==> config.mk <==
export PLATFORM = sky130hd
export DESIGN_NAME = uart_tx_fifo
export DESIGN_NICKNAME = d
export VERILOG_FILES = /design/src/rtl/uart_pkg.sv /design/src/rtl/uart_fifo.sv /design/src/rtl/uart_tx_fifo.sv
export SDC_FILE = /design/constraint.sdc
export NUM_CORES = 1
export LEC_CHECK = 0
export ABC_AREA = 1
export BUFFER_PORTS_ARGS = -buffer_cell sky130_fd_sc_hd__buf_2
export CORE_MARGIN = 2
export CORE_UTILIZATION = 45
export CTS_CLUSTER_SIZE = 8
export DETAILED_ROUTE_END_ITERATION = 12
export HOLD_SLACK_MARGIN = 0.15
export PLACE_DENSITY = 0.6
export RECOVER_POWER = 25
export SETUP_SLACK_MARGIN = 0.05
export SYNTH_ARGS = -nofsm -noshare
export SYNTH_HDL_FRONTEND = slang
export SYNTH_HIERARCHICAL = 1
export SYNTH_SLANG_ARGS = --single-unit
==> constraint.sdc <==
create_clock -name clk -period 2.6 [get_ports clk]
set_input_delay 0.26 -clock clk [delete_from_list [all_inputs] [get_ports clk]]
set_output_delay 0.26 -clock clk [all_outputs]
set_load 0.005 [all_outputs]
==> src/rtl/uart_pkg.sv <==
// Shared UART definitions: parity modes, transmitter FSM states and baud helper.
// Reused by the LCD mirror and later serial blocks.
package uart_pkg;

   localparam int PARITY_NONE = 0;
   localparam int PARITY_ODD  = 1;
   localparam int PARITY_EVEN = 2;

   typedef enum logic [2:0] {
      ST_IDLE,
      ST_START,
      ST_DATA,
      ST_PARITY,
      ST_STOP
   } tx_state_t;

   function automatic int clks_per_bit(input int clock_rate, input int baud_rate);
      return clock_rate / baud_rate;
   endfunction

endpackage

==> src/rtl/uart_fifo.sv <==
// Synchronous FIFO with first-word fall-through: the head word is always
// presented on o_rdata, so a pop consumes it with no extra cycle.
module uart_fifo
   import uart_pkg::*;
#(
   parameter int WIDTH = 8,
   parameter int DEPTH = 4
) (
   input  logic                       clk,
   input  logic                       rst,
   input  logic                       i_push,
   input  logic [WIDTH-1:0]           i_wdata,
   input  logic                       i_pop,
   output logic [WIDTH-1:0]           o_rdata,
   output logic                       o_full,
   output logic                       o_empty,
   output logic [$clog2(DEPTH+1)-1:0] o_count
);

   localparam int AW = $clog2(DEPTH);
   localparam int CW = $clog2(DEPTH+1);

   logic [WIDTH-1:0] r_mem [DEPTH];
   logic [AW-1:0]    r_wr_ptr;
   logic [AW-1:0]    r_rd_ptr;
   logic [CW-1:0]    r_count;
   logic             w_push;
   logic             w_pop;

   // Full/empty are judged on the pre-edge count, so a push into a full
   // FIFO is refused even when a pop happens on the same edge.
   assign w_push = i_push && !o_full;
   assign w_pop  = i_pop && !o_empty;

   always_ff @(posedge clk or posedge rst) begin
      if (rst) begin
         r_wr_ptr <= '0;
         r_rd_ptr <= '0;
         r_count  <= '0;
      end else begin
         if (w_push) r_wr_ptr <= r_wr_ptr + 1'b1;
         if (w_pop)  r_rd_ptr <= r_rd_ptr + 1'b1;
         case ({w_push, w_pop})
            2'b10:   r_count <= r_count + 1'b1;
            2'b01:   r_count <= r_count - 1'b1;
            default: r_count <= r_count;
         endcase
      end
   end

   always_ff @(posedge clk) begin
      if (w_push) r_mem[r_wr_ptr] <= i_wdata;
   end

   assign o_rdata = r_mem[r_rd_ptr];
   assign o_full  = (r_count == CW'(DEPTH));
   assign o_empty = (r_count == '0);
   assign o_count = r_count;

endmodule

==> src/rtl/uart_tx_fifo.sv <==
// Buffered UART transmitter: valid/ready word input into a small FIFO,
// serialised with configurable baud, width, parity and stop bits.
module uart_tx_fifo
   import uart_pkg::*;
#(
   parameter int CLOCK_RATE = 1000,
   parameter int BAUD_RATE  = 100,
   parameter int DATA_BITS  = 8,
   parameter int PARITY     = 0,
   parameter int STOP_BITS  = 1,
   parameter int FIFO_DEPTH = 4
) (
   input  logic                            clk,
   input  logic                            reset,
   input  logic [DATA_BITS-1:0]            data_in,
   input  logic                            data_valid,
   output logic                            data_ready,
   output logic                            tx_pin,
   output logic                            busy,
   output logic [$clog2(FIFO_DEPTH+1)-1:0] fifo_count
);

   localparam int CPB = clks_per_bit(CLOCK_RATE, BAUD_RATE);
   localparam int BCW = (CPB > 1) ? $clog2(CPB) : 1;
   localparam int IW  = $clog2(DATA_BITS);
   localparam int CW  = $clog2(FIFO_DEPTH+1);

   localparam logic [BCW-1:0] BAUD_LAST = BCW'(CPB - 1);
   localparam logic [IW-1:0]  DATA_LAST = IW'(DATA_BITS - 1);
   localparam logic [IW-1:0]  STOP_LAST = IW'(STOP_BITS - 1);

   if ((BAUD_RATE <= 0) || (CLOCK_RATE % BAUD_RATE != 0) || (CPB < 2)) begin : g_bad_baud
      $error("uart_tx_fifo: CLOCK_RATE/BAUD_RATE must be an integer >= 2");
   end
   if ((DATA_BITS < 5) || (DATA_BITS > 9)) begin : g_bad_data_bits
      $error("uart_tx_fifo: DATA_BITS must be 5..9");
   end
   if ((PARITY < PARITY_NONE) || (PARITY > PARITY_EVEN)) begin : g_bad_parity
      $error("uart_tx_fifo: PARITY must be 0, 1 or 2");
   end
   if ((STOP_BITS < 1) || (STOP_BITS > 2)) begin : g_bad_stop_bits
      $error("uart_tx_fifo: STOP_BITS must be 1 or 2");
   end
   if ((FIFO_DEPTH < 2) || ((FIFO_DEPTH & (FIFO_DEPTH - 1)) != 0)) begin : g_bad_depth
      $error("uart_tx_fifo: FIFO_DEPTH must be a power of two >= 2");
   end

   tx_state_t            r_state;
   logic [BCW-1:0]       r_baud;
   logic [IW-1:0]        r_bit;
   logic [DATA_BITS-1:0] r_shift;
   logic                 r_par;
   logic                 r_tx;

   logic [DATA_BITS-1:0] w_fifo_rdata;
   logic                 w_fifo_full;
   logic                 w_fifo_empty;
   logic [CW-1:0]        w_fifo_count;
   logic                 w_bit_end;
   logic                 w_last_stop;
   logic                 w_pop;
   logic                 w_par_calc;

   uart_fifo #(
      .WIDTH (DATA_BITS),
      .DEPTH (FIFO_DEPTH)
   ) u_fifo (
      .clk     (clk),
      .rst     (reset),
      .i_push  (data_valid),
      .i_wdata (data_in),
      .i_pop   (w_pop),
      .o_rdata (w_fifo_rdata),
      .o_full  (w_fifo_full),
      .o_empty (w_fifo_empty),
      .o_count (w_fifo_count)
   );

   assign w_bit_end   = (r_baud == BAUD_LAST);
   assign w_last_stop = (r_state == ST_STOP) && w_bit_end && (r_bit == STOP_LAST);
   // Pop from IDLE, or at the end of the last stop bit so frames run back-to-back.
   assign w_pop       = !w_fifo_empty && ((r_state == ST_IDLE) || w_last_stop);
   assign w_par_calc  = (PARITY == PARITY_ODD) ? ~(^w_fifo_rdata) : (^w_fifo_rdata);

   always_ff @(posedge clk or posedge reset) begin
      if (reset) begin
         r_state <= ST_IDLE;
         r_baud  <= '0;
         r_bit   <= '0;
         r_shift <= '0;
         r_par   <= 1'b0;
         r_tx    <= 1'b1;
      end else begin
         r_baud <= w_bit_end ? '0 : r_baud + 1'b1;
         case (r_state)
            ST_IDLE: begin
               r_baud <= '0;
               r_tx   <= 1'b1;
               if (w_pop) begin
                  r_state <= ST_START;
                  r_shift <= w_fifo_rdata;
                  r_par   <= w_par_calc;
                  r_bit   <= '0;
                  r_tx    <= 1'b0;
               end
            end
            ST_START: begin
               if (w_bit_end) begin
                  r_state <= ST_DATA;
                  r_bit   <= '0;
                  r_tx    <= r_shift[0];
               end
            end
            ST_DATA: begin
               if (w_bit_end) begin
                  if (r_bit == DATA_LAST) begin
                     r_bit <= '0;
                     if (PARITY != PARITY_NONE) begin
                        r_state <= ST_PARITY;
                        r_tx    <= r_par;
                     end else begin
                        r_state <= ST_STOP;
                        r_tx    <= 1'b1;
                     end
                  end else begin
                     r_bit   <= r_bit + 1'b1;
                     r_shift <= r_shift >> 1;
                     r_tx    <= r_shift[1];
                  end
               end
            end
            ST_PARITY: begin
               if (w_bit_end) begin
                  r_state <= ST_STOP;
                  r_bit   <= '0;
                  r_tx    <= 1'b1;
               end
            end
            ST_STOP: begin
               if (w_bit_end) begin
                  if (r_bit == STOP_LAST) begin
                     if (w_pop) begin
                        r_state <= ST_START;
                        r_shift <= w_fifo_rdata;
                        r_par   <= w_par_calc;
                        r_bit   <= '0;
                        r_tx    <= 1'b0;
                     end else begin
                        r_state <= ST_IDLE;
                        r_bit   <= '0;
                        r_tx    <= 1'b1;
                     end
                  end else begin
                     r_bit <= r_bit + 1'b1;
                  end
               end
            end
            default: begin
               r_state <= ST_IDLE;
               r_baud  <= '0;
               r_bit   <= '0;
               r_tx    <= 1'b1;
            end
         endcase
      end
   end

   assign tx_pin     = r_tx;
   assign busy       = (r_state != ST_IDLE) || !w_fifo_empty;
   assign data_ready = !w_fifo_full;
   assign fifo_count = w_fifo_count;

endmodule

* After elaboration in Yosys (flattened, before gate mapping) *
Memories as Yosys holds them, arrays and structs flattened.
Cells that the tools add are included.

word-level totals
  bits of input ports = 11
  memory bits (writable) = 32
  logic and storage cells = 89
  bits in read-only memories = 0
  memories = 1
  output and inout bits = 6
  latch bits = 0
  bits in registers = 26

cells by class
  multiply operators = 0
  multiplexer cells = 35
  div/mod/pow operators = 0
  bitwise operators = 0
  reduce and logical (&&, ||, !) cells = 21
  $add $sub $neg = 6
  shift operators = 0
  $lt $le $gt $ge = 0
  equality and inequality tests = 18

memories
  memory        depth  bits a word  rd ports  clocked after memory_dff  wr ports  line             RTL
  u_fifo.r_mem  4      8            1         0                         1         uart_fifo.sv:23  logic [WIDTH-1:0] r_mem [DEPTH];

operators with widths
  kind                                                 count
  two-way mux 8 bit                                    5
  two-way mux 3 bit                                    13
  case mux 8 bit (3 select lines)                      1
  case mux 3 bit (5 select lines)                      1
  != test 2 bit, second input constant                 6
  case mux 3 bit (4 select lines)                      1
  two-way mux 1 bit                                    10
  AND reduction 5 bit                                  2
  equality test 3 bit, second input constant           3
  logical NOT 3 bit                                    3
  two-way mux 4 bit                                    2
  AND reduction 7 bit                                  1
  adder 3 x 1 -> 3 bit, second input constant          2
  equality test 3 x 2 -> 1 bit, second input constant  2
  != test 2 x 1 -> 1 bit, second input constant        3
  case mux 3 bit (2 select lines)                      1
  nonzero test 3 bit                                   2
  logical AND 1 bit                                    5
  case mux 1 bit (5 select lines)                      1
  adder 2 x 1 -> 2 bit, second input constant          2
  adder 4 x 1 -> 4 bit, second input constant          1
  equality test 4 bit, second input constant           1
  AND reduction 4 bit                                  1
  OR reduction 4 bit                                   1
  8 further kinds                                      10

* Logic depth before layout (Yosys ltp) *
Gate-level depths: netlist (run 1).

  depth after elaboration = 9
  gate-level depth with buffers = 18
  depth with buffers taken out = 18

* Modules after synthesis *
The synthesis (run 1) kept the hierarchy.

by module, submodules not included
  module        instances  cells each  area each (µm²)  sequential area each (µm²)
  uart_fifo     1          155         1755.4           1136.1
  uart_tx_fifo  1          159         1152.4           476.7

* Least setup slack after synthesis (run 1) *
Ideal clock, no wire load.

  kind = register -> register
  from = reg r_baud[1]
  to = reg u_fifo.r_count[2] (netlist: u_fifo/o_count[2])
  clock period less this slack = 2.105 ns
  arrival time = 1.988 ns
  path slack = 0.495 ns
  buffers on the path = 0
  stages on the path, launching flop included = 18
  library setup time = 0.117 ns
  required time = 2.483 ns
  cell sequence = dfrtp_1 inv_1 ha_1 nand2_1 nor2_1 nand3_1 nand2_1 nand2_1 inv_1 nand2_1 inv_1 ha_1 inv_1 fa_1 nand2_1 nand3_1 nand2_1 nand2_1

on the way
  cells in the longest elaborated chain, start to end = 8
  elaborated cells on any way between the ends = 10
  classes of those cells = eq/ne: 3; mux: 1; reduce/logical: 6

ends and longest elaborated chain
  what                                                                          line                RTL
  from (decl)                                                                   uart_tx_fifo.sv:49  logic [BCW-1:0] r_baud;
  from (signal assigned)                                                        uart_tx_fifo.sv:94  r_baud <= w_bit_end ? '0 : r_baud + 1'b1;
  equality test 4 bit *                                                         uart_tx_fifo.sv:79  assign w_bit_end = (r_baud == BAUD_LAST);
  logical AND 1 bit * (2 in a row)                                              uart_tx_fifo.sv:80  assign w_last_stop = (r_state == ST_STOP) && w_bit_end && (r_bit == STOP_LAST);
  logical OR 1 bit *                                                            uart_tx_fifo.sv:82  assign w_pop = !w_fifo_empty && ((r_state == ST_IDLE) || w_last_stop);
  logical AND 1 bit *                                                           uart_tx_fifo.sv:82
  named net w_pop                                                               uart_tx_fifo.sv:61  logic w_pop;
  logical AND 1 bit *                                                           uart_fifo.sv:33     assign w_pop = i_pop && !o_empty;
  named net u_fifo.w_pop                                                        uart_fifo.sv:28     logic w_pop;
  equality test 2 x 1 -> 1 bit / equality test 2 bit (equally long branches)    uart_fifo.sv:43     case ({w_push, w_pop})
  case mux 3 bit (2 select lines) / nonzero test 2 bit (equally long branches)  -
  to (signal assigned)                                                          uart_fifo.sv:44     2'b10: r_count <= r_count + 1'b1;
  to (signal assigned)                                                          uart_fifo.sv:45     2'b01: r_count <= r_count - 1'b1;
  to (signal assigned)                                                          uart_fifo.sv:46     default: r_count <= r_count;
  to (decl)                                                                     uart_fifo.sv:26     logic [CW-1:0] r_count;

The timed path passes the listed nets; every way through them passes the cells marked *.
A chain may end at the register's enable or synchronous reset.

* Final worst setup path (run 1) *
  from = reg r_bit[0]
  to = reg u_fifo.r_count[2] (netlist: u_fifo/o_count[2])

on the way
  cells in the longest elaborated chain, start to end = 7
  elaborated cells on any way between the ends = 9
  classes of those cells = eq/ne: 2; mux: 1; reduce/logical: 6

ends and longest elaborated chain
  what                                                                          line                 RTL
  from (decl)                                                                   uart_tx_fifo.sv:50   logic [IW-1:0] r_bit;
  from (signal assigned)                                                        uart_tx_fifo.sv:126  r_bit <= r_bit + 1'b1;
  from (signal assigned)                                                        uart_tx_fifo.sv:154  r_bit <= r_bit + 1'b1;
  logical NOT 3 bit *                                                           uart_tx_fifo.sv:80
  logical AND 1 bit *                                                           uart_tx_fifo.sv:80
  logical OR 1 bit *                                                            uart_tx_fifo.sv:82
  logical AND 1 bit *                                                           uart_tx_fifo.sv:82
  named net w_pop                                                               uart_tx_fifo.sv:61
  logical AND 1 bit *                                                           uart_fifo.sv:33
  named net u_fifo.w_pop                                                        uart_fifo.sv:28
  equality test 2 x 1 -> 1 bit / equality test 2 bit (equally long branches)    uart_fifo.sv:43
  case mux 3 bit (2 select lines) / nonzero test 2 bit (equally long branches)  -

Marks and branches as above.

==> run_results.csv, run 1 <==
group,metric,value,unit
run_status,status,"finished, final reports clean",
floorplanning,rows,29,
sta,slew_violations,0,
setup_path,crit_required,2.84,ns
floorplanning,die_x,84.4,um
setup_path,cp-start-kind,"flop",
setup_path,end_kind,"flop",
clock_network,cts_sinks,58,
yosys,synth_mux_area_frac,0,
route,drt_first_pass_iters,4,
yosys,synth-simple-area-share,0.233,
route,wl_per_cell,12.0,um
sta,finalSetupViolCount,0,
run,cap_violations,0,
place,hpwl,3510,um
route,wl,5160,um
yosys,ys_top_cells_by_area,"edfxtp_1, dfrtp_1, nand2_1",
yosys,synth-compound-area-share,0.0607,
floorplanning,die-area,0.00712,sq mm
sta,hold_viol,0,
setup_path,critPathSlowestCell,"dfrtp_1",
power,leakage,1.67,nW
clock_network,cts.reportedPaths.clkPinSlew,0.07,ns
global_routing,grt_pass1_vias,1900,
finish,multiInputGateArea,0.00103,sq mm
finish,final_common_cell,"nand2_1",
clock_network,cts_tree,"built",
finish,drive_gt1_frac,0.136,
clock_network,clock_latency,0.34,ns
yosys,syn_inst,314,
floorplanning,io_pins,17,
yosys,yosysSeqAreaShare,0.555,
route,vias,2057,
sta,finClkSkew,0.00542,ns
yosys,ys_types,28,
sta,relSlewSlack,0.452,
clock_network,post_cts_buffers,0,
global_routing,grt.total_usage,0.162,
finish,final_util,0.532,
sta,fin_tns_setup,0,ns
setup_path,crit_chain,"inv_1 -> ha_1 -> inv_1 -> nor2_1 -> nand3_1 -> nand2_1 -> nand2_2 -> inv_2 -> nand2_1 -> inv_1 -> ha_1 -> inv_1 -> fa_1 -> nand2_1 -> nand3_1 -> nand2_1 -> nand2_1",
finish,syn_to_final_growth,15.5,%
floorplanning,start_util,0.461,
route,ant_nets,0,
clock_network,clockBufferDepth,2,
setup_path,cp_common_cell,"nand2_1",
yosys,synth_top_family_by_area,"simple AND/OR/NAND/NOR gates",
finish,final_cell_mix,"nand2_1, inv_1, edfxtp_1",
sta,worst_slew_pin_slew,0.819,ns
global_routing,antenna_found_initial,0,
setup_path,critical_path_arrival,2.50,ns
finish,num_antenna_cells,0,
finish,fill_cells,602,
global_routing,grt_max_degree,34,
global_routing,overflow,0,
place,gp_congestion,0.778,
route,viasPerCell,4.79,
place,port_buffers,16,
sta,fmax,441,MHz
sta,timing.final.crit_share,0.873,
route,route.detailed.drc,0,
setup_path,path_max_fanout,4,
yosys,synth_top_area_cell,"edfxtp_1",
yosys,synth-xor-area-share,0.00904,
worst_hold_path,min_path_type,"primary input to flop",
yosys,synth_area,0.00291,sq mm
yosys,synthAdderAreaFrac,0.0499,
clock_network,cts_buffers,9,
clock_network,cts_root_buffer,"clkbuf_8",
yosys,ys_ff_latch,58,
yosys,syn-num-nets,336,
power,powerDensity,1160,mW/mm^2
clock_network,htreeDepth,3,
power,ir_worst_vdd,0.512,mV
setup_path,critPathBufInv,5,
route,first_iter_violations,123,
yosys,avgSynthCellArea,9.26,sq um
setup_path,critical_path_class,"flop to flop",
yosys,yosysWarningCount,6,
yosys,synth_top_area_share,0.330,
finish,final_nets,369,
setup_path,cp_top_family,"simple AND/OR/NAND/NOR gates",
global_routing,grt_pass1_wl,8910,um
floorplanning,fp.coreArea,0.00631,sq mm
floorplanning,die_h,84.4,um
finish,regArea,0.00161,sq mm
sta,fin_crit,2.27,ns
setup_path,max_stage_delay,0.38,ns
sta,grt_setup_unrepaired,"false",
## timing repair
item                                   CTS  global route
hold buffers                             9             0
endpoints found under the hold margin   57             0
setup endpoints to repair                0             1
gates resized for setup                  0             2
## layout make-up
class | instances | share of cell area
clock buffer | 9 | 0.0369
timing repair buffer | 27 | 0.0525
clock inverter | 7 | 0.0302
sequential | 58 | 0.480
inverter | 59 | 0.0659
multi-input combinational | 192 | 0.306
tap | 77 | 0.0287
## registers in the layout, summed over array words and instances (netlist names)
register	cells
r_shift	8
u_fifo/o_count	3
r_state	3
u_fifo/r_rd_ptr	2
r_baud	4
r_bit	3
u_fifo/r_mem	32
u_fifo/r_wr_ptr	2
tx_pin	1
## cell usage after synthesis, drive strengths merged
| cell | count |
|---|---|
| a21oi | 1 |
| buf | 4 |
| clkbuf | 1 |
| dfrtp | 25 |
| dfstp | 1 |
| edfxtp | 32 |
| fa | 1 |
| ha | 10 |
| inv | 59 |
| nand2 | 112 |
| nand3 | 24 |
| nand4 | 2 |
| nor2 | 13 |
| o211ai | 16 |
| o21ai | 8 |
| or2 | 2 |
| xnor2 | 1 |
| xor2 | 2 |
## through the flow
step	power (mW)	cell area (sq um)	std cells	setup WS, ns	hold WS [ns]
floorplan	2.65	2910	314	0.495	0.0634
global placement	2.94	3050	404	0.382	0.223
detailed placement	2.98	3050	404	0.273	0.232
CTS	3.94	3370	429	0.266	0.207
global route	4.26	3360	429	0.103	0.228
finish	3.91	3360	429	0.331	0.220
## routing by layer
layer / GRT usage / vias up / share of wire
met5: 0 / - / 0
met3: 0.0354 / 10 / 0.032
met4: 0.0866 / 0 / 0.019
met2: 0.243 / 35 / 0.46
li1: - / 1057 / -
met1: 0.220 / 955 / 0.49
## worst reg2reg max path, cell delays in order (launching register included)
cell     delay (ns)
dfrtp_1        0.38
inv_1          0.10
ha_1           0.15
inv_1          0.04
nor2_1         0.11
nand3_1        0.09
nand2_1        0.08
nand2_2        0.10
inv_2          0.09
nand2_1        0.07
inv_1          0.07
ha_1           0.16
inv_1          0.07
fa_1           0.38
nand2_1        0.10
nand3_1        0.08
nand2_1        0.06
nand2_1        0.04
## where the power goes
part | internal (mW) | switching, mW | total (mW)
logic | 0.528 | 0.994 | 1.52
clock network | 0.547 | 0.394 | 0.941
registers | 1.26 | 0.177 | 1.44
## cells by family (layout without fill, tap and decap cells)
| kind of cell | after synthesis | count (layout) |
|---|---|---|
| AOI/OAI and AO/OA | 25 | 25 |
| buffers and inverters | 64 | 102 |
| and+or+nand+nor | 153 | 153 |
| adders and majority gates | 11 | 11 |
| xor gates and xnor gates | 3 | 3 |
| DFF | 58 | 58 |
## final timing paths
| path | slack [ns] | start | depth (start not counted) | endpoint |
|---|---|---|---|---|
| worst max-delay path | 0.33 | r_bit[0] | 17 | u_fifo/o_count[2] |
| worst min-delay path | 0.22 | data_valid | 3 | u_fifo/r_wr_ptr[1] |
| worst max register to register | 0.33 | r_bit[0] | 17 | u_fifo/o_count[2] |
| worst min register to register | 0.47 | r_shift[2] | 2 | r_shift[2] |
| max in group asynchronous | 1.55 | reset | 3 | r_shift[2] |
| min in group asynchronous | 0.41 | reset | 3 | u_fifo/r_rd_ptr[0] |
(Power assumes the default switching activity.)
==> run 2, diff against run 1 <==
--- a/config.mk
+++ b/config.mk
@@ -17,5 +17,4 @@
 export SETUP_SLACK_MARGIN = 0.05
 export SYNTH_ARGS = -nofsm -noshare
 export SYNTH_HDL_FRONTEND = slang
-export SYNTH_HIERARCHICAL = 1
 export SYNTH_SLANG_ARGS = --single-unit
==> run 2 against run 1 <==
Flip-flop and latch count stayed put. Wire length is 0.33% lower. Combinational power is 77% lower. Cell area is 3.5% lower. Synthesized area is 4.6% lower. Core utilization is 1.5 points higher. Critical path type unchanged. Critical endpoint is now u_fifo.o_count[2]. Largest power group is now sequential cells.
==> run_results.csv, run 2 <==
group,metric,value,unit
route,first_iter_violations,150,
clock_network,cts_buffers,9,
worst_hold_path,min_to,"u_fifo.r_wr_ptr[1]",
floorplanning,die_h,82.5,um
global_routing,grt_max_degree,27,
route,wl,5140,um
power,power_frac_clock,0.326,
floorplanning,start_util,0.468,
setup_path,r2r-start,"r_baud[1]",
clock_network,cts_sinks,58,
route,wl_per_cell,12.7,um
setup_path,end_kind,"flop",
power,p_comb_frac,0.154,
clock_network,cts_root_buffer,"clkbuf_8",
setup_path,critical_path_class,"flop to flop",
global_routing,antenna_found_initial,0,
sta,relSlewSlack,0.0707,
yosys,synth-edff-count,32,
sta,grt_setup_unrepaired,"false",
setup_path,critPathBufInv,3,
setup_path,crit_chain,"inv_1 -> ha_1 -> nand2_1 -> nor2_4 -> nand3_1 -> nand2_1 -> nand2_2 -> inv_1 -> ha_1 -> inv_1 -> fa_1 -> a21oi_2 -> o21ai_0 -> xor2_1",
yosys,ys_ff_latch,58,
global_routing,grt.total_usage,0.173,
power,power.internal,1.61,mW
sta,timing.final.crit_share,0.892,
place,hpwl,3490,um
power,power_frac_seq,0.519,
clock_network,htreeDepth,3,
sta,fin_crit,2.32,ns
yosys,synth_area,0.00277,sq mm
power,ir_worst_vdd,0.459,mV
worst_hold_path,min_path_type,"primary input to flop",
setup_path,r2r_slack,0.28,ns
power,leakage,1.45,nW
finish,syn_to_final_growth,16.9,%
finish,largestRegisters,"u_fifo.r_mem: 32 flops, r_shift: 8 flops, r_baud: 4 flops",
power,p_switching,0.643,mW
floorplanning,io_pins,17,
clock_network,clock_latency,0.34,ns
sta,hold_viol,0,
place,port_buffers,16,
route,ant_nets,0,
floorplanning,die_x,82.5,um
run_status,status,"finished, final reports clean",
clock_network,cts.reportedPaths.clkPinSlew,0.07,ns
route,drt_first_pass_iters,4,
yosys,ys_types,28,
floorplanning,rows,28,
setup_path,critPathSlowestCell,"dfrtp_1",
sta,slew_violations,0,
setup_path,max_stage_delay,0.39,ns
sta,finalSetupViolCount,0,
route,viasPerCell,4.77,
finish,final_cell_mix,"nand2_1, nand3_1, edfxtp_1",
setup_path,cp-start-kind,"flop",
setup_path,crit_required,2.83,ns
worst_hold_path,hp-start,"data_valid",
finish,num_antenna_cells,0,
finish,final_common_cell,"nand2_1",
yosys,synth_top_area_share,0.347,
yosys,async_flop_share,0.448,
floorplanning,fp.coreArea,0.00592,sq mm
setup_path,cp_top_family,"adder cells",
yosys,yosysSeqAreaShare,0.582,
yosys,yosysMostFrequentCell,"nand2_1",
setup_path,reg2reg_to,"u_fifo.o_count[2]",
sta,fin_tns_setup,0,ns
setup_path,path_max_fanout,6,
sta,finClkSkew,0.00700,ns
place,gp_congestion,0.807,
yosys,synth_ff_type,"edfxtp_1",
yosys,syn-num-nets,306,
yosys,yosysWarningCount,0,
yosys,syn_inst,284,
sta,worst_slew_pin_slew,1.39,ns
power,switching_share,0.286,
global_routing,grt_pass1_vias,1791,
sta,fmax,431,MHz
setup_path,rr_worst_depth,14,
route,route.detailed.drc,0,
floorplanning,die-area,0.00681,sq mm
setup_path,cp_common_cell,"inv_1",
yosys,synth_top_area_cell,"edfxtp_1",
setup_path,critical_path_arrival,2.54,ns
run,cap_violations,0,
yosys,avgSynthCellArea,9.76,sq um
clock_network,cts_tree,"built",
finish,largest_reg_flops,32,
finish,final_nets,346,
sta,timing.hold.ws,0.363,ns
global_routing,grt_pass1_wl,8460,um
yosys,ys_top_cells_by_area,"edfxtp_1, dfrtp_1, nand2_1",
global_routing,overflow,0,
route,vias,1927,
power,powerDensity,694,mW/mm^2
clock_network,clockBufferDepth,2,
finish,top_register,"u_fifo.r_mem",
yosys,synth_common_cells,"nand2_1, nand3_1, edfxtp_1",
finish,fill_cells,536,
worst_hold_path,whs_path_depth,3,
finish,drive_gt1_frac,0.185,
run 2: cell count changes after synthesis, sizes merged, moves of 4 or more:
cell | previous run | this run
o211ai | 16 | 0
nand2 | 112 | 97
a21oi | 1 | 5
nor2 | 13 | 21
inv | 59 | 29
nand3 | 24 | 40
run 2: worst max-delay path by stage:
stage / from / to / slack, ns / cells after the start
finish: r_baud[1] / u_fifo.o_count[2] / 0.28 / 14
detailed placement: r_baud[1] / u_fifo.o_count[2] / 0.24 / 14
CTS: r_baud[1] / u_fifo.o_count[2] / 0.23 / 14
global placement: r_baud[1] / u_fifo.o_count[2] / 0.34 / 14
floorplan: r_baud[1] / u_fifo.o_count[2] / 0.45 / 14
global route: r_baud[1] / u_fifo.o_count[2] / 0.08 / 14
run 2: final cells by class:
class	count	area, sq um	area share
inverter	29	109	0.0336
timing repair buffer	35	238	0.0734
multi-input combinational	191	1010	0.312
sequential	58	1610	0.498
tap	75	93.8	0.0290
clock buffer	9	124	0.0382
clock inverter	7	52.6	0.0162
run 2: kinds of logic after synthesis:
logic type	share of synthesized area
AO/OA/AOI/OAI	0.0266
flip-flops	0.582
adder cells (fa/ha/maj)	0.0523
buffers and inverters	0.0550
XOR/XNOR	0.0158
AND/OR/NAND/NOR	0.269
run 2: metal layers:
| layer | vias up | GRT usage | part of all wire |
|---|---|---|---|
| met5 | - | 0 | 0 |
| met3 | 7 | 0.0685 | 0.050 |
| met2 | 36 | 0.260 | 0.46 |
| li1 | 1002 | - | - |
| met4 | 0 | 0.0590 | 0.015 |
| met1 | 882 | 0.231 | 0.47 |
run 2: stage by stage:
step | cell area (sq um) | worst slack [ns] | std cells | power [mW] | util
global placement | 2960 | 0.342 | 376 | 1.53 | 0.499
finish | 3240 | 0.281 | 404 | 2.25 | 0.547
detailed placement | 2960 | 0.242 | 376 | 1.53 | 0.499
CTS | 3220 | 0.232 | 401 | 2.28 | 0.544
global route | 3240 | 0.0811 | 404 | 2.38 | 0.547
floorplan | 2770 | 0.450 | 284 | 1.39 | -
run 2: power by group through the flow:
stage	Sequential, mW	Clock (mW)	Combinational, mW
2_1_floorplan	1.18	0	0.210
6_report	1.17	0.734	0.347
3_3_place_gp	1.19	0	0.338
4_1_cts	1.17	0.758	0.353
5_1_grt	1.18	0.798	0.399
3_5_place_dp	1.19	0	0.341
run 2: repair_timing:
item / CTS / global route
hold endpoints to repair: 57 / 0
setup buffers: 0 / 3
endpoints found under the setup margin: 0 / 1
hold buffers: 9 / 0
resized for setup: 0 / 1
run 2: tightest hold or removal path, delay by kind of cell:
kind	cells	cell delay (ns)
AO/OA/AOI/OAI	1	0.10
buffers and inverters	1	0.09
AND/OR/NAND/NOR	1	0.21
